### src/rtl/rock_pkg.sv
// Shared types for the adaptive rocking controller: FSM states, search axes and candidate order.
// Pure declarations; no timing or flow control of its own.
package rock_pkg;

    typedef enum logic [2:0] {
        S_IDLE,
        S_BASE,
        S_APPLY,
        S_SETTLE,
        S_TRIAL,
        S_DECIDE,
        S_PARKED
    } state_t;

    typedef enum logic { AXIS_A, AXIS_F } axis_t;
    typedef enum logic { DIR_UP, DIR_DN } dir_t;

    typedef struct packed {
        axis_t axis;
        dir_t  dir;
    } cand_t;

    localparam int    N_CAND     = 4;
    localparam cand_t CAND_FIRST = '{axis: AXIS_A, dir: DIR_UP};

    // A+ -> A- -> F+ -> F- -> A+
    function automatic cand_t next_cand(input cand_t c);
        cand_t n;
        n.axis = (c.dir == DIR_DN) ? axis_t'(~c.axis) : c.axis;
        n.dir  = dir_t'(~c.dir);
        return n;
    endfunction

endpackage

### src/rtl/stress_window_avg.sv
// Sums huil+hart stress over 2^WIN_LOG2 accepted samples and emits the truncated mean.
// Latency: avg/avg_valid register 1 cycle after the window's last sample; no backpressure, clr wins over samples.
module stress_window_avg #(
    parameter int SAMPLE_W = 8,
    parameter int WIN_LOG2 = 4
) (
    input  logic                clk,
    input  logic                reset,
    input  logic                clr,
    input  logic                sample_valid,
    input  logic [SAMPLE_W-1:0] huil_volume,
    input  logic [SAMPLE_W-1:0] hart_ritme,
    output logic [SAMPLE_W:0]   avg,
    output logic                avg_valid
);

    localparam int ACC_W = SAMPLE_W + 1 + WIN_LOG2;

    logic [ACC_W-1:0]    acc_q, acc_d, acc_sum;
    logic [WIN_LOG2-1:0] cnt_q, cnt_d;
    logic [SAMPLE_W:0]   avg_q, avg_d;
    logic                vld_q, vld_d;
    logic [SAMPLE_W:0]   stress;

    always_comb begin
        stress  = {1'b0, huil_volume} + {1'b0, hart_ritme};
        acc_sum = acc_q + ACC_W'(stress);
        acc_d   = acc_q;
        cnt_d   = cnt_q;
        avg_d   = avg_q;
        vld_d   = 1'b0;
        if (clr) begin
            acc_d = '0;
            cnt_d = '0;
        end else if (sample_valid) begin
            if (cnt_q == '1) begin
                // window closes: publish the mean and restart on the same edge
                acc_d = '0;
                cnt_d = '0;
                avg_d = acc_sum[ACC_W-1:WIN_LOG2];
                vld_d = 1'b1;
            end else begin
                acc_d = acc_sum;
                cnt_d = cnt_q + 1'b1;
            end
        end
    end

    always_ff @(posedge clk or posedge reset) begin
        if (reset) begin
            acc_q <= '0;
            cnt_q <= '0;
            avg_q <= '0;
            vld_q <= 1'b0;
        end else begin
            acc_q <= acc_d;
            cnt_q <= cnt_d;
            avg_q <= avg_d;
            vld_q <= vld_d;
        end
    end

    assign avg       = avg_q;
    assign avg_valid = vld_q;

endmodule

### src/rtl/adaptive_rock_ctrl.sv
// Hill-climbing rocking controller: steps A/F one axis at a time toward lower windowed stress, parks at a local minimum.
// Latency: settings change on the APPLY/DECIDE edge; no backpressure. PARK_REARM_EN lets a stress rise restart the search.
module adaptive_rock_ctrl
    import rock_pkg::*;
#(
    parameter int SAMPLE_W   = 8,
    parameter int SET_W      = 4,
    parameter int WIN_LOG2   = 4,
    parameter int SETTLE_WIN = 2,
    parameter int HYST       = 4,
    parameter int START_A    = 4,
    parameter int START_F    = 4
) (
    input  logic                clk,
    input  logic                reset,
    input  logic                enable,
    input  logic                sample_valid,
    input  logic [SAMPLE_W-1:0] huilVolume,
    input  logic [SAMPLE_W-1:0] hartRitme,
    output logic [SET_W-1:0]    A,
    output logic [SET_W-1:0]    F,
    output logic [SAMPLE_W:0]   stress_avg,
    output logic                improved,
    output logic                parked
);

    localparam int                  SC_W        = (SETTLE_WIN < 2) ? 1 : $clog2(SETTLE_WIN);
    localparam logic [SC_W-1:0]     SETTLE_LAST = SC_W'((SETTLE_WIN > 0) ? SETTLE_WIN - 1 : 0);
    localparam logic [2:0]          FAIL_LIMIT  = 3'(N_CAND);
    localparam logic [SAMPLE_W+1:0] HYST_X      = (SAMPLE_W + 2)'(HYST);

    state_t              state_q, state_d;
    logic [SET_W-1:0]    a_q, a_d, f_q, f_d;
    logic [SAMPLE_W:0]   base_q, base_d, trial_q, trial_d;
    cand_t               cand_q, cand_d;
    logic [2:0]          fail_q, fail_d, fail_inc;
    logic [SC_W-1:0]     settle_q, settle_d;
    logic                improved_q, improved_d;

    logic [SET_W-1:0]    cur, stepped, reverted;
    logic                at_limit, keep;
    logic                win_clr, avg_valid;
    logic [SAMPLE_W:0]   avg;

    // Samples are only meaningful while a window is being measured
    assign win_clr = !enable || (state_q == S_IDLE) || (state_q == S_APPLY) || (state_q == S_DECIDE);

    stress_window_avg #(
        .SAMPLE_W (SAMPLE_W),
        .WIN_LOG2 (WIN_LOG2)
    ) u_win (
        .clk          (clk),
        .reset        (reset),
        .clr          (win_clr),
        .sample_valid (sample_valid),
        .huil_volume  (huilVolume),
        .hart_ritme   (hartRitme),
        .avg          (avg),
        .avg_valid    (avg_valid)
    );

    always_comb begin
        state_d    = state_q;
        a_d        = a_q;
        f_d        = f_q;
        base_d     = base_q;
        trial_d    = trial_q;
        cand_d     = cand_q;
        fail_d     = fail_q;
        settle_d   = settle_q;
        improved_d = 1'b0;

        cur      = (cand_q.axis == AXIS_A) ? a_q : f_q;
        at_limit = (cand_q.dir == DIR_UP) ? (cur == '1) : (cur == '0);
        stepped  = (cand_q.dir == DIR_UP) ? cur + 1'b1 : cur - 1'b1;
        reverted = (cand_q.dir == DIR_UP) ? cur - 1'b1 : cur + 1'b1;
        fail_inc = fail_q + 1'b1;
        keep     = ({1'b0, trial_q} + HYST_X) <= {1'b0, base_q};

        if (!enable) begin
            state_d = S_IDLE;
            a_d     = '0;
            f_d     = '0;
        end else begin
            case (state_q)
                S_IDLE: begin
                    a_d     = SET_W'(START_A);
                    f_d     = SET_W'(START_F);
                    state_d = S_BASE;
                end
                S_BASE: if (avg_valid) begin
                    base_d  = avg;
                    cand_d  = CAND_FIRST;
                    fail_d  = '0;
                    state_d = S_APPLY;
                end
                S_APPLY: begin
                    if (at_limit) begin
                        // A step off the range edge counts as a failed trial without measuring
                        fail_d = fail_inc;
                        cand_d = next_cand(cand_q);
                        if (fail_inc == FAIL_LIMIT) state_d = S_PARKED;
                    end else begin
                        if (cand_q.axis == AXIS_A) a_d = stepped;
                        else                       f_d = stepped;
                        settle_d = '0;
                        state_d  = (SETTLE_WIN == 0) ? S_TRIAL : S_SETTLE;
                    end
                end
                S_SETTLE: if (avg_valid) begin
                    if (settle_q == SETTLE_LAST) state_d = S_TRIAL;
                    else                         settle_d = settle_q + 1'b1;
                end
                S_TRIAL: if (avg_valid) begin
                    trial_d = avg;
                    state_d = S_DECIDE;
                end
                S_DECIDE: begin
                    if (keep) begin
                        base_d     = trial_q;
                        improved_d = 1'b1;
                        fail_d     = '0;
                        state_d    = S_APPLY;
                    end else begin
                        if (cand_q.axis == AXIS_A) a_d = reverted;
                        else                       f_d = reverted;
                        fail_d  = fail_inc;
                        cand_d  = next_cand(cand_q);
                        state_d = (fail_inc == FAIL_LIMIT) ? S_PARKED : S_APPLY;
                    end
                end
                S_PARKED: begin
`ifdef PARK_REARM_EN
                    if (avg_valid && ({1'b0, avg} >= ({1'b0, base_q} + HYST_X))) begin
                        base_d  = avg;
                        fail_d  = '0;
                        cand_d  = CAND_FIRST;
                        state_d = S_APPLY;
                    end
`else
                    state_d = S_PARKED;
`endif
                end
                default: state_d = S_IDLE;
            endcase
        end
    end

    always_ff @(posedge clk or posedge reset) begin
        if (reset) begin
            state_q    <= S_IDLE;
            a_q        <= '0;
            f_q        <= '0;
            base_q     <= '0;
            trial_q    <= '0;
            cand_q     <= CAND_FIRST;
            fail_q     <= '0;
            settle_q   <= '0;
            improved_q <= 1'b0;
        end else begin
            state_q    <= state_d;
            a_q        <= a_d;
            f_q        <= f_d;
            base_q     <= base_d;
            trial_q    <= trial_d;
            cand_q     <= cand_d;
            fail_q     <= fail_d;
            settle_q   <= settle_d;
            improved_q <= improved_d;
        end
    end

    assign A          = a_q;
    assign F          = f_q;
    assign stress_avg = avg;
    assign improved   = improved_q;
    assign parked     = (state_q == S_PARKED);

endmodule

### config.mk
export PLATFORM = sky130hd
export DESIGN_NAME = adaptive_rock_ctrl
export DESIGN_NICKNAME = d
export VERILOG_FILES = /design/src/rtl/rock_pkg.sv /design/src/rtl/stress_window_avg.sv /design/src/rtl/adaptive_rock_ctrl.sv
export SDC_FILE = /design/constraint.sdc
export NUM_CORES = 1
export LEC_CHECK = 0
export ABC_AREA = 1
export CAP_MARGIN = 30
export CORE_MARGIN = 2
export CORE_UTILIZATION = 55
export DETAILED_ROUTE_END_ITERATION = 8
export PLACE_DENSITY = 0.81
export RECOVER_POWER = 100
export SLEW_MARGIN = 10
export SYNTH_ARGS = -nofsm -noshare
export SYNTH_HDL_FRONTEND = slang
export SYNTH_SLANG_ARGS = --single-unit
### constraint.sdc
create_clock -name clk -period 6.7 [get_ports clk]
set_clock_uncertainty 0.2 [all_clocks]
set_input_delay 1.34 -clock clk [delete_from_list [all_inputs] [get_ports clk]]
set_output_delay 1.34 -clock clk [all_outputs]
set_load 0.02 [all_outputs]
==> summary.md, run 1 <==
| Metric | Value |
|---|---|
| # H-tree levels | 3 |
| Layout cells sized above 1 | under 10% |
| Compound-Gate Fraction of Synth Area | between 10% and 20% |
| GR Util All Layers | between 20% and 30% |
| Post-Synthesis Cells | approximately 540 |
| Synth area leader | dfrtp_1 |
| Placed insts | between 600 and 700 |
| Worst Hold Class | reg -> reg |
| CP startpoint kind | input port |
| Post-synthesis sequential area ratio | a little under two fifths |
| Detail Placement HPWL | roughly 6.7 mm |
| Static Leakage | between 0.002 and 0.0025 uW |
| Total chip power | around 1300 uW |
| Crit share post-route | between 60% and 70% |
| Max_slew headroom | ~40% |
| Worst-path clk slew | 0.07 ns |
| Initial Utilization | 57.40% |
| Fillcell total | 601 |
| Drt drc | 0 |
| Synth cell count leaders | nand2_1 (166), dfrtp_1 (63), inv_1 (63) |
| Worst path most repeated cell | inv_1 |
| IO Count | 39 |
| Setup violators final | 0 |
| Non-filler cells, final | a little under 700 |
| Synthesized flop and latch total | 63 |
| Clock root buffer | clkbuf_8 |
| Vias in the first global route | around 3500 |
| Final #Nets | around 630 |
| Adder-Cell Fraction of Synth Area | between 10 and 15% |
| WP buf/inv | 4 |
| Pwr/cell area | roughly 270 mW/mm2 |
| CP Data Required Time | 6.76 ns |
| Main combinational cell family by area after synthesis | simple AND/OR/NAND/NOR gates |
| Hold_ws | approximately 0.27 ns |
| Status | finished, final reports clean |
| Netlist Area Pre-Place | approximately 0.0042 mm2 |
| Syn_nets | 588 |
| # Post-CTS Setup Buffers | 0 |
| Core box area | ~0.0073 mm2 |
| Number of inserted diodes | 0 |
| PortBufs | 38 |
| Critical path depth | 7 |
| Pre-antenna DRT Iters | 5 |
| CP endpoint kind | flop |
| Worst Setup SP | enable |
| Family with the most delay on the worst path | buffers and inverters |
| Largest net degree at the start of global routing | 64 |
| DRT iter0 DRCs | ~240 |
| Max incr delay on CP | 0.83 ns |
| Worst-path cell chain | dlygate4sd3_1 -> inv_1 -> nor3_1 -> clkinvlp_2 -> nor2_1 -> inv_1 -> o21ai_0 |
| Top cell type's share of synthesized area | around 37% |
| Capture point of the worst reg-to-reg path | base_q[0] |
| Hold buffers post-CTS | 0 |
| Post-Synth Simple-Gate Area | just under 30% |
| Post-route setup slack | 2.326 ns |
| Primary FF master, synth | dfrtp_1 |
| Synth async-reset ratio | 100.0% |
| Synth cell types | 38 |
| WL/cell | 12.90 um |
| Area Growth Syn to Fin | 13.14% |
| Peak supply drop | 0.0001141 V |
| Syn avg cell area | around 7.9 um2 |
| Worst EP arrival | roughly 4.4 ns |
| Fmax | 228.6 MHz |
| Xor and xnor area share after synthesis | about 2.5% |
| Largest fanout on the critical path | 14 |
| Dpl ws | approximately 2.7 ns |
| Num rows | 31 |
| Tmin final | about 4.4 ns |
| CTS buffer count | 9 |
| Most common cell in the netlist | nand2_1 |
| Final Max Slew Viols | 0 |
| Setup crit end | u_win.acc_q[10] |
| Later-pin clock latency in the skew report | around 0.35 ns |
| Mux share of post-synthesis cell area | 0% |
| Total gr overflow | 0 |
| R2R Setup Slk | between 3 and 4 ns |
| Ranking of synthesized cells by area | dfrtp_1 (37%), nand2_1 (15%), ha_1 (7.1%) |
| Initial antenna violation count | 0 |
| Worst R2R Path Depth | 16 |
| Die X | slightly above 90 um |
| RSZ-0062 raised after global routing | false |
| Placer Congestion | roughly 0.97 |
| Clk sink count | 63 |
| Worst-Margin Slew | just over 0.9 ns |
| Vias | around 3600 |
| Slowest-stage cell, CP | dlygate4sd3_1 |
| Vias per inst | 5.285 |
| Remaining antenna violation count | 0 |
| Clock Path Buffers | 2 |
| DIE HEIGHT | between 90 and 100 um |
| Max-cap violations | 0 |
| CTS tree | done |
| Global-route wire length before repair | 15.52 mm |
| WL final | 8.772 mm |
| Setup TNS | 0 ns |
| Crit Path Category | in -> reg |
| Post-cts sizing count | 0 |
| FF-to-FF Start | trial_q[2] |
| Ys Warns | 0 |
| Count of flip-flops with a built-in enable after synthesis | 0 |
| Hold Fails Final Rpt | 0 |
| Die area | between 0.008 and 0.009 mm2 |
-- logic make-up (layout without fill, tap and decap cells) --
logic type,count (synthesis),count (layout)
compound gates,82,82
xor+xnor,12,12
fa+ha+maj,33,33
buf+inv,79,125
flops,63,63
simple gates,266,266
-- flip-flops by register name (all words and copies together) (netlist names) --
| signal | count |
|---|---|
| u_win.cnt_q | 4 |
| trial_q | 9 |
| state_q | 3 |
| u_win.avg | 9 |
| A | 4 |
| fail_q | 3 |
| base_q | 9 |
| u_win.acc_q | 13 |
| F | 4 |
| u_win.avg_valid | 1 |
| cand_q | 2 |
| improved | 1 |
| settle_q | 1 |
-- worst min path at each step --
stage	to	slack, ns	from	cells after the start
global route	base_q[8]	0.29	base_q[8]	2
floorplan	base_q[1]	0.24	base_q[1]	2
finish	base_q[1]	0.27	base_q[1]	2
global placement	base_q[1]	0.25	base_q[1]	2
detailed placement	base_q[1]	0.26	base_q[1]	2
CTS	base_q[1]	0.28	base_q[1]	2
-- area by class of cell --
class / instances / area (um2) / area share [%]
Clock inverter: 7 / 80.08 / 1.682
Inverter: 70 / 271.5 / 5.703
Multi-Input combinational cell: 393 / 2197 / 46.15
Tap cell: 99 / 123.9 / 2.602
Timing Repair Buffer: 39 / 387.9 / 8.147
Clock buffer: 9 / 123.9 / 2.602
Sequential cell: 63 / 1577 / 33.11
-- placed cells by master, fill, tap and decap left out, types with 5 or more instances in the layout --
master           Yosys  routed
nand2_1            166     169
inv_1               63      64
dfrtp_1             63      63
o21ai_0             39      53
nand3_1             39      40
nor2_1              28      31
ha_1                24      24
dlygate4sd3_1        0      21
clkdlybuf4s50_1      0      17
a21oi_1             12      12
nand4_1              9       9
fa_1                 9       9
clkbuf_8             0       9
xor2_1               8       8
nor2_4               6       5
o21ai_1             17       5
a22o_1               5       5
-- worst min-delay path, cell delays in order, from the launching register on --
cell and delay (ns):
dfrtp_1 0.35, nand2_1 0.05, nand2_1 0.05
-- layer usage --
| layer | track usage [%] | part of all wire, % | up-vias | wire length, um |
|---|---|---|---|---|
| met5 | 0 | 0 | - | 0 |
| met4 | 8.712 | 1.7 | 0 | 148 |
| met3 | 2.822 | 4.0 | 13 | 350 |
| met2 | 37.99 | 49 | 93 | 4263 |
| met1 | 30.02 | 46 | 1678 | 4010 |
| li1 | - | - | 1810 | - |
-- metrics by stage --
stage	utilization, %	area [um2]
6_report	64.94	4761
5_1_grt	64.94	4761
4_1_cts	66.24	4856
3_5_place_dp	63.46	4652
3_3_place_gp	63.46	4652
2_1_floorplan	-	4208
-- power breakdown --
group          internal, uW  switching (uW)
Clock                   175             167
Combinational           175             304
Sequential              422            53.2
Total                   773             523
Note: power is estimated with default switching activity, not from simulation.
==> run 2, diff against run 1 <==
==> constraint.sdc (replaced) <==
create_clock -name clk -period 4.6 [get_ports clk]
set_clock_uncertainty 0.2 [all_clocks]
set_input_delay 0.92 -clock clk [delete_from_list [all_inputs] [get_ports clk]]
set_output_delay 0.92 -clock clk [all_outputs]
set_load 0.02 [all_outputs]
==> summary.md, run 2 (synthesis results as in run 1) <==
| Metric | Value |
|---|---|
| Status | finished with violations |
| Failing checks | capacitance limit, slew limit |
| # H-tree levels | 3 (unchanged) |
| Max FFs per register | 13 (unchanged) |
| DR top layer | met4 |
| WL/cell | 13.23 um (+2.6%) |
| Vias in the first global route | 3600 (+2.1%) |
| Worst-Margin Slew | 2.163 ns (+1.250 ns) |
| Setup TNS | 0 ns (unchanged) |
| Worst R2R Path Depth | 16 (unchanged) |
| Crit Path Category | in -> reg |
| Hold Fails Final Rpt | 0 (unchanged) |
| RSZ-0062 raised after global routing | false |
| Total chip power | 1824 uW (+41%) |
| Final #Nets | 630 (+0.16%) |
| Tmin final | about 3.6 ns |
| Max_slew headroom | -44.21% (-83 points) |
| Max-cap violations | 1 (+1) |
| IO Count | 39 (unchanged) |
| DRT iter0 DRCs | 226 (-7.4%) |
| Core box area | 0.007331 mm2 (unchanged) |
| Clock root buffer | clkbuf_8 |
| Setup violators final | 0 (unchanged) |
| Pwr/cell area | 383.4 mW/mm2 (+41%) |
| Die X | 91.47 um (unchanged) |
| Drt drc | 0 (unchanged) |
| CP startpoint kind | input port |
| Clock Path Buffers | 2 (unchanged) |
| Worst-path clk slew | 0.07 ns (about the same) |
| Final Max Slew Viols | 42 (+42) |
| WL met3 | 277 um (-21%) |
| Fmax | around 280 MHz |
| GR Util All Layers | 23.37% (+0.68 points) |
| Total gr overflow | 0 (unchanged) |
| Post-cts sizing count | 0 (unchanged) |
| Switching Fraction | 40.20% (-0.19 points) |
| WL final | 9.013 mm (+2.7%) |
| CTS buffer count | 9 (unchanged) |
| Hold Path Cell Cnt | 2 (unchanged) |
| Placer Congestion | 0.8708 (-10%) |
| Number of inserted diodes | 0 (unchanged) |
| Layout cells sized above 1 | 5.842% (+0.16 points) |
| Clock power frac | 24.1% (-2.3 points) |
| Die area | 0.008366 mm2 (unchanged) |
| CTS tree | done |
| Detail Placement HPWL | 6.938 mm (+3.1%) |
| Peak supply drop | 0.0001635 V (+43%) |
| M1 wire length | 4.161 mm (+3.8%) |
| Static Leakage | 0.002417 uW (+1.2%) |
| Hold buffers post-CTS | 0 (unchanged) |
| CP Data Required Time | 4.60 ns (-2.16 ns) |
| CP endpoint kind | flop |
| Global-route wire length before repair | 15.88 mm (+2.4%) |
| Combinational fraction of design power | 38.0% (+1.0 points) |
| Seq pwr share | 37.8% (+1.2 points) |
| Remaining antenna violation count | 0 (unchanged) |
| Initial antenna violation count | 0 (unchanged) |
| Vias per inst | 5.220 (-1.2%) |
| Most common cell after layout, fill and taps aside | nand2_1 |
| DIE HEIGHT | 91.47 um (unchanged) |
| Later-pin clock latency in the skew report | 0.33 ns (-0.02 ns) |
| Crit share post-route | 78.73% |
| Largest Register | u_win.acc_q |
| Num rows | 31 (unchanged) |
| # Post-CTS Setup Buffers | 0 (unchanged) |
| Net Sw Power | 733.3 uW (+40%) |
| PortBufs | 38 (unchanged) |
| Met2 routed WL | 4.468 mm (+4.8%) |
| Pre-antenna DRT Iters | 4 (-1) |
| Worst EP arrival | 3.62 ns (-0.81 ns) |
| Pint | 1091 uW (+41%) |
| Largest fanout on the critical path | 12 (-2) |
| Initial Utilization | 57.40% (unchanged) |
| Most frequent cells in the layout | nand2_1 (169), inv_1 (65), dfrtp_1 (63) |
| Area Growth Syn to Fin | 13.08% (about the same) |
| Vias | 3555 (-1.1%) |
| Largest net degree at the start of global routing | 44 (-31%) |
| Clk sink count | 63 (unchanged) |
| Worst Hold Class | reg -> reg |
[run 2: cell types whose count changed in the layout (fill, tap and decap cells not counted), sizes merged]
| cell | before | now |
|---|---|---|
| clkbuf | 9 | 14 |
| clkinv | 3 | 4 |
| clkdlybuf4s50 | 17 | 16 |
| buf | 1 | 0 |
| clkinvlp | 3 | 2 |
| dlygate4sd3 | 21 | 22 |
| inv | 70 | 68 |
| bufinv | 1 | 0 |
[run 2: worst max-delay path, cell delays in order]
cell           delay (ns)
dlygate4sd3_1        0.85
inv_1                0.23
nor3_1               0.56
clkinvlp_2           0.39
nand2_1              0.26
nor2_4               0.04
nand2_1              0.22
o21ai_0              0.15
[run 2: cell type report]
class / count / area (um2)
Sequential cell: 63 / 1577
Inverter: 70 / 270.3
Timing Repair Buffer: 40 / 387.9
Clock inverter: 4 / 20.02
Clock buffer: 12 / 155.1
Tap cell: 99 / 123.9
Multi-Input combinational cell: 393 / 2225
Fill cell: 629 / 2572
[run 2: metal layers]
metal / GRT usage [%] / vias up
li1: - / 1809
met1: 29.82 / 1674
met2: 40.32 / 64
met3: 4.149 / 8
met4: 7.197 / 0
met5: 0 / -
[run 2: stage by stage]
stage               util [%]  setup slack, ns  std cells  area, um2  hold WS, ns
global placement       63.46            1.059        664       4652       0.2542
detailed placement     63.46            1.012        664       4652       0.2657
CTS                    65.85            1.372        680       4827       0.2822
finish                 64.91           0.9784        681       4758       0.2773
global route           64.91           0.7119        681       4758       0.3043
floorplan                  -            1.632        535       4208       0.2419
[run 2: path summary, 6_finish.rpt]
check / slack [ns] / to / start
max: 0.98 / F[3] / enable
min: 0.28 / base_q[3] / base_q[3]
max reg2reg: 1.55 / base_q[0] / trial_q[2]
min reg2reg: 0.28 / base_q[3] / base_q[3]
max in group asynchronous: 1.25 / u_win.avg[0] / reset
min in group asynchronous: 0.69 / u_win.acc_q[1] / reset
[run 2: power by group through the flow]
stage               clock network, uW  logic (uW)  registers [uW]
floorplan                           0         544             699
finish                            440         694             690
global route                      474         790             702
CTS                               441         729             692
global placement                    0         708             699
detailed placement                  0         727             702
==> run 3, diff against run 2 <==
--- a/config.mk
+++ b/config.mk
@@ -8,7 +8,7 @@
 export ABC_AREA = 1
 export CAP_MARGIN = 30
 export CORE_MARGIN = 2
-export CORE_UTILIZATION = 55
+export CORE_UTILIZATION = 53
 export DETAILED_ROUTE_END_ITERATION = 8
 export PLACE_DENSITY = 0.81
 export RECOVER_POWER = 100
==> constraint.sdc (replaced) <==
create_clock -name clk -period 3.15 [get_ports clk]
set_clock_uncertainty 0.2 [all_clocks]
set_input_delay 0.63 -clock clk [delete_from_list [all_inputs] [get_ports clk]]
set_output_delay 0.63 -clock clk [all_outputs]
set_load 0.02 [all_outputs]
==> summary.md, run 3 (synthesis results as in run 1) <==
| Metric | Value |
|---|---|
| Status | finished, final reports clean |
| GR Util All Layers | 22.96% (-0.41 points) |
| Post-route setup slack | 0.2295 ns (-0.7489 ns) |
| IO Count | 39 (unchanged) |
| Die area | 0.008668 mm2 (+3.6%) |
| Worst-path cell chain | clkdlybuf4s50_1 -> fa_1 -> ha_1 -> fa_1 -> nand3_1 -> nand2_1 -> nand4_1 -> nand3_1 -> nor2_1 -> nand3b_1 -> o21ai_0 |
| CTS buffer count | 9 (unchanged) |
| Final #Nets | 636 (+0.95%) |
| Vias | 3616 (+1.7%) |
| RSZ-0062 raised after global routing | false |
| M1 wire length | 4.066 mm (-2.3%) |
| Largest net degree at the start of global routing | 35 (-20%) |
| Area Growth Syn to Fin | 16.09% |
| Clock Path Buffers | 2 (unchanged) |
| Peak supply drop | 0.0003087 V (+89%) |
| Worst EP arrival | 2.93 ns (-0.69 ns) |
| Max incr delay on CP | 0.50 ns (-0.35 ns) |
| Hold buffers post-CTS | 0 (unchanged) |
| Largest Register | u_win.acc_q |
| Clk sink count | 63 (unchanged) |
| Later-pin clock latency in the skew report | 0.36 ns (+0.03 ns) |
| Static Leakage | 0.002436 uW (+0.79%) |
| DRT iter0 DRCs | 187 (-17%) |
| # H-tree levels | 3 (unchanged) |
| Most frequent cells in the layout | nand2_1 (166), inv_1 (65), dfrtp_1 (63) |
| Max_slew headroom | 17.39% (+62 points) |
| Setup violators final | 0 (unchanged) |
| Vias per inst | 5.241 (+0.39%) |
| Number of inserted diodes | 0 (unchanged) |
| Clock root buffer | clkbuf_8 |
| Fillcell total | 674 (+7.2%) |
| PortBufs | 38 (unchanged) |
| Tmin final | approximately 2.9 ns |
| Vias in the first global route | 3532 (-1.9%) |
| Drt drc | 0 (unchanged) |
| Pre-antenna DRT Iters | 5 (+1) |
| Detail Placement HPWL | 6.903 mm (-0.50%) |
| Total chip power | 2855 uW (+57%) |
| CTS tree | done |
| Layout cells sized above 1 | 7.653% (+1.8 points) |
| Placed insts | 674 (+1.5%) |
| Initial Utilization | 54.45% (-2.9 points) |
| Initial antenna violation count | 0 (unchanged) |
| CP startpoint kind | input port |
| Largest fanout on the critical path | 4 (-8) |
| Die X | 93.10 um (+1.8%) |
| Placer Congestion | 0.9148 (+5.1%) |
| DR top layer | met4 |
| Non-filler cells, final | 690 (+1.3%) |
| Crit share post-route | between 90% and 100% |
| Total gr overflow | 0 (unchanged) |
| WL final | 8.984 mm (-0.32%) |
| Most common cell after layout, fill and taps aside | nand2_1 |
| Global-route wire length before repair | 15.68 mm (-1.3%) |
| Worst Hold Class | reg -> reg |
| Pwr/cell area | 584.5 mW/mm2 (+52%) |
| DIE HEIGHT | 93.10 um (+1.8%) |
| # Post-CTS Setup Buffers | 0 (unchanged) |
| Family with the most delay on the worst path | adder cells |
| Slowest-stage cell, CP | fa_1 |
| Hold Fails Final Rpt | 0 (unchanged) |
| Multi-input logic area | 0.002258 mm2 (+1.5%) |
| WL/cell | 13.02 um (-1.6%) |
| Dpl ws | -0.1182 ns (-1.131 ns) |
| Remaining antenna violation count | 0 (unchanged) |
| Worst-Margin Slew | 1.238 ns (-0.9253 ns) |
| Fmax | about 340 MHz |
| Met2 routed WL | 4.298 mm (-3.8%) |
| Crit Path Category | in -> reg |
| FF/Latch Area | 0.001577 mm2 (unchanged) |
| Final Max Slew Viols | 0 (-100%) |
| Setup TNS | 0 ns (unchanged) |
| Max FFs per register | 13 (unchanged) |
| Core box area | 0.007727 mm2 (+5.4%) |
| Worst-path clk slew | 0.07 ns (about the same) |
| CP endpoint kind | flop |
| WL met3 | 420 um (+52%) |
| Max-cap violations | 0 (-1) |
| Num rows | 32 (+3.2%) |
| Post-cts sizing count | 0 (unchanged) |
| WP buf/inv | 1 (-2) |
| CP Data Required Time | 3.16 ns (-1.44 ns) |
run 3: routing by layer:
metal | vias up | GRT usage, %
met1 | 1682 | 27.64
met4 | 0 | 9.436
met2 | 91 | 38.95
met5 | - | 0
met3 | 20 | 6.205
li1 | 1823 | -
run 3: power by group:
group	total (uW)	switching [uW]	internal [uW]
registers	1010	115	898
logic	1050	656	399
clock network	788	342	446
run 3: worst paths after layout:
| kind | start | end | slack, ns | cells after the start |
|---|---|---|---|---|
| min in group asynchronous | reset | u_win.acc_q[1] | 0.86 | 2 |
| worst min-delay path | base_q[3] | base_q[3] | 0.28 | 2 |
| max in group asynchronous | reset | trial_q[0] | 0.60 | 3 |
| worst min register to register | base_q[3] | base_q[3] | 0.28 | 2 |
| worst max-delay path | huilVolume[1] | u_win.avg[5] | 0.23 | 11 |
| worst max register to register | trial_q[2] | base_q[6] | 0.26 | 15 |
run 3: worst min-delay path, cell delays in order, from the launching register on:
cell and delay [ns]:
dfrtp_1 0.35, nand2_1 0.05, nand2_1 0.04
run 3: cell type report:
class,count,share of cell area [%]
clock buffers,9,2.536
clock inverters,7,1.998
inverters,70,5.533
multi-input cells,393,46.23
flip-flops and latches,63,32.27
well taps,102,2.613
repair buffers,46,8.811
run 3: metrics by stage:
stage          utilization, %  cell area (um2)  hold WS, ns
6_report                63.21             4885       0.2765
5_1_grt                 63.21             4885       0.3117
4_1_cts                 63.80             4930       0.2771
3_5_place_dp            60.93             4708       0.2592
3_3_place_gp            60.93             4708       0.2542
2_1_floorplan               -             4208       0.2419
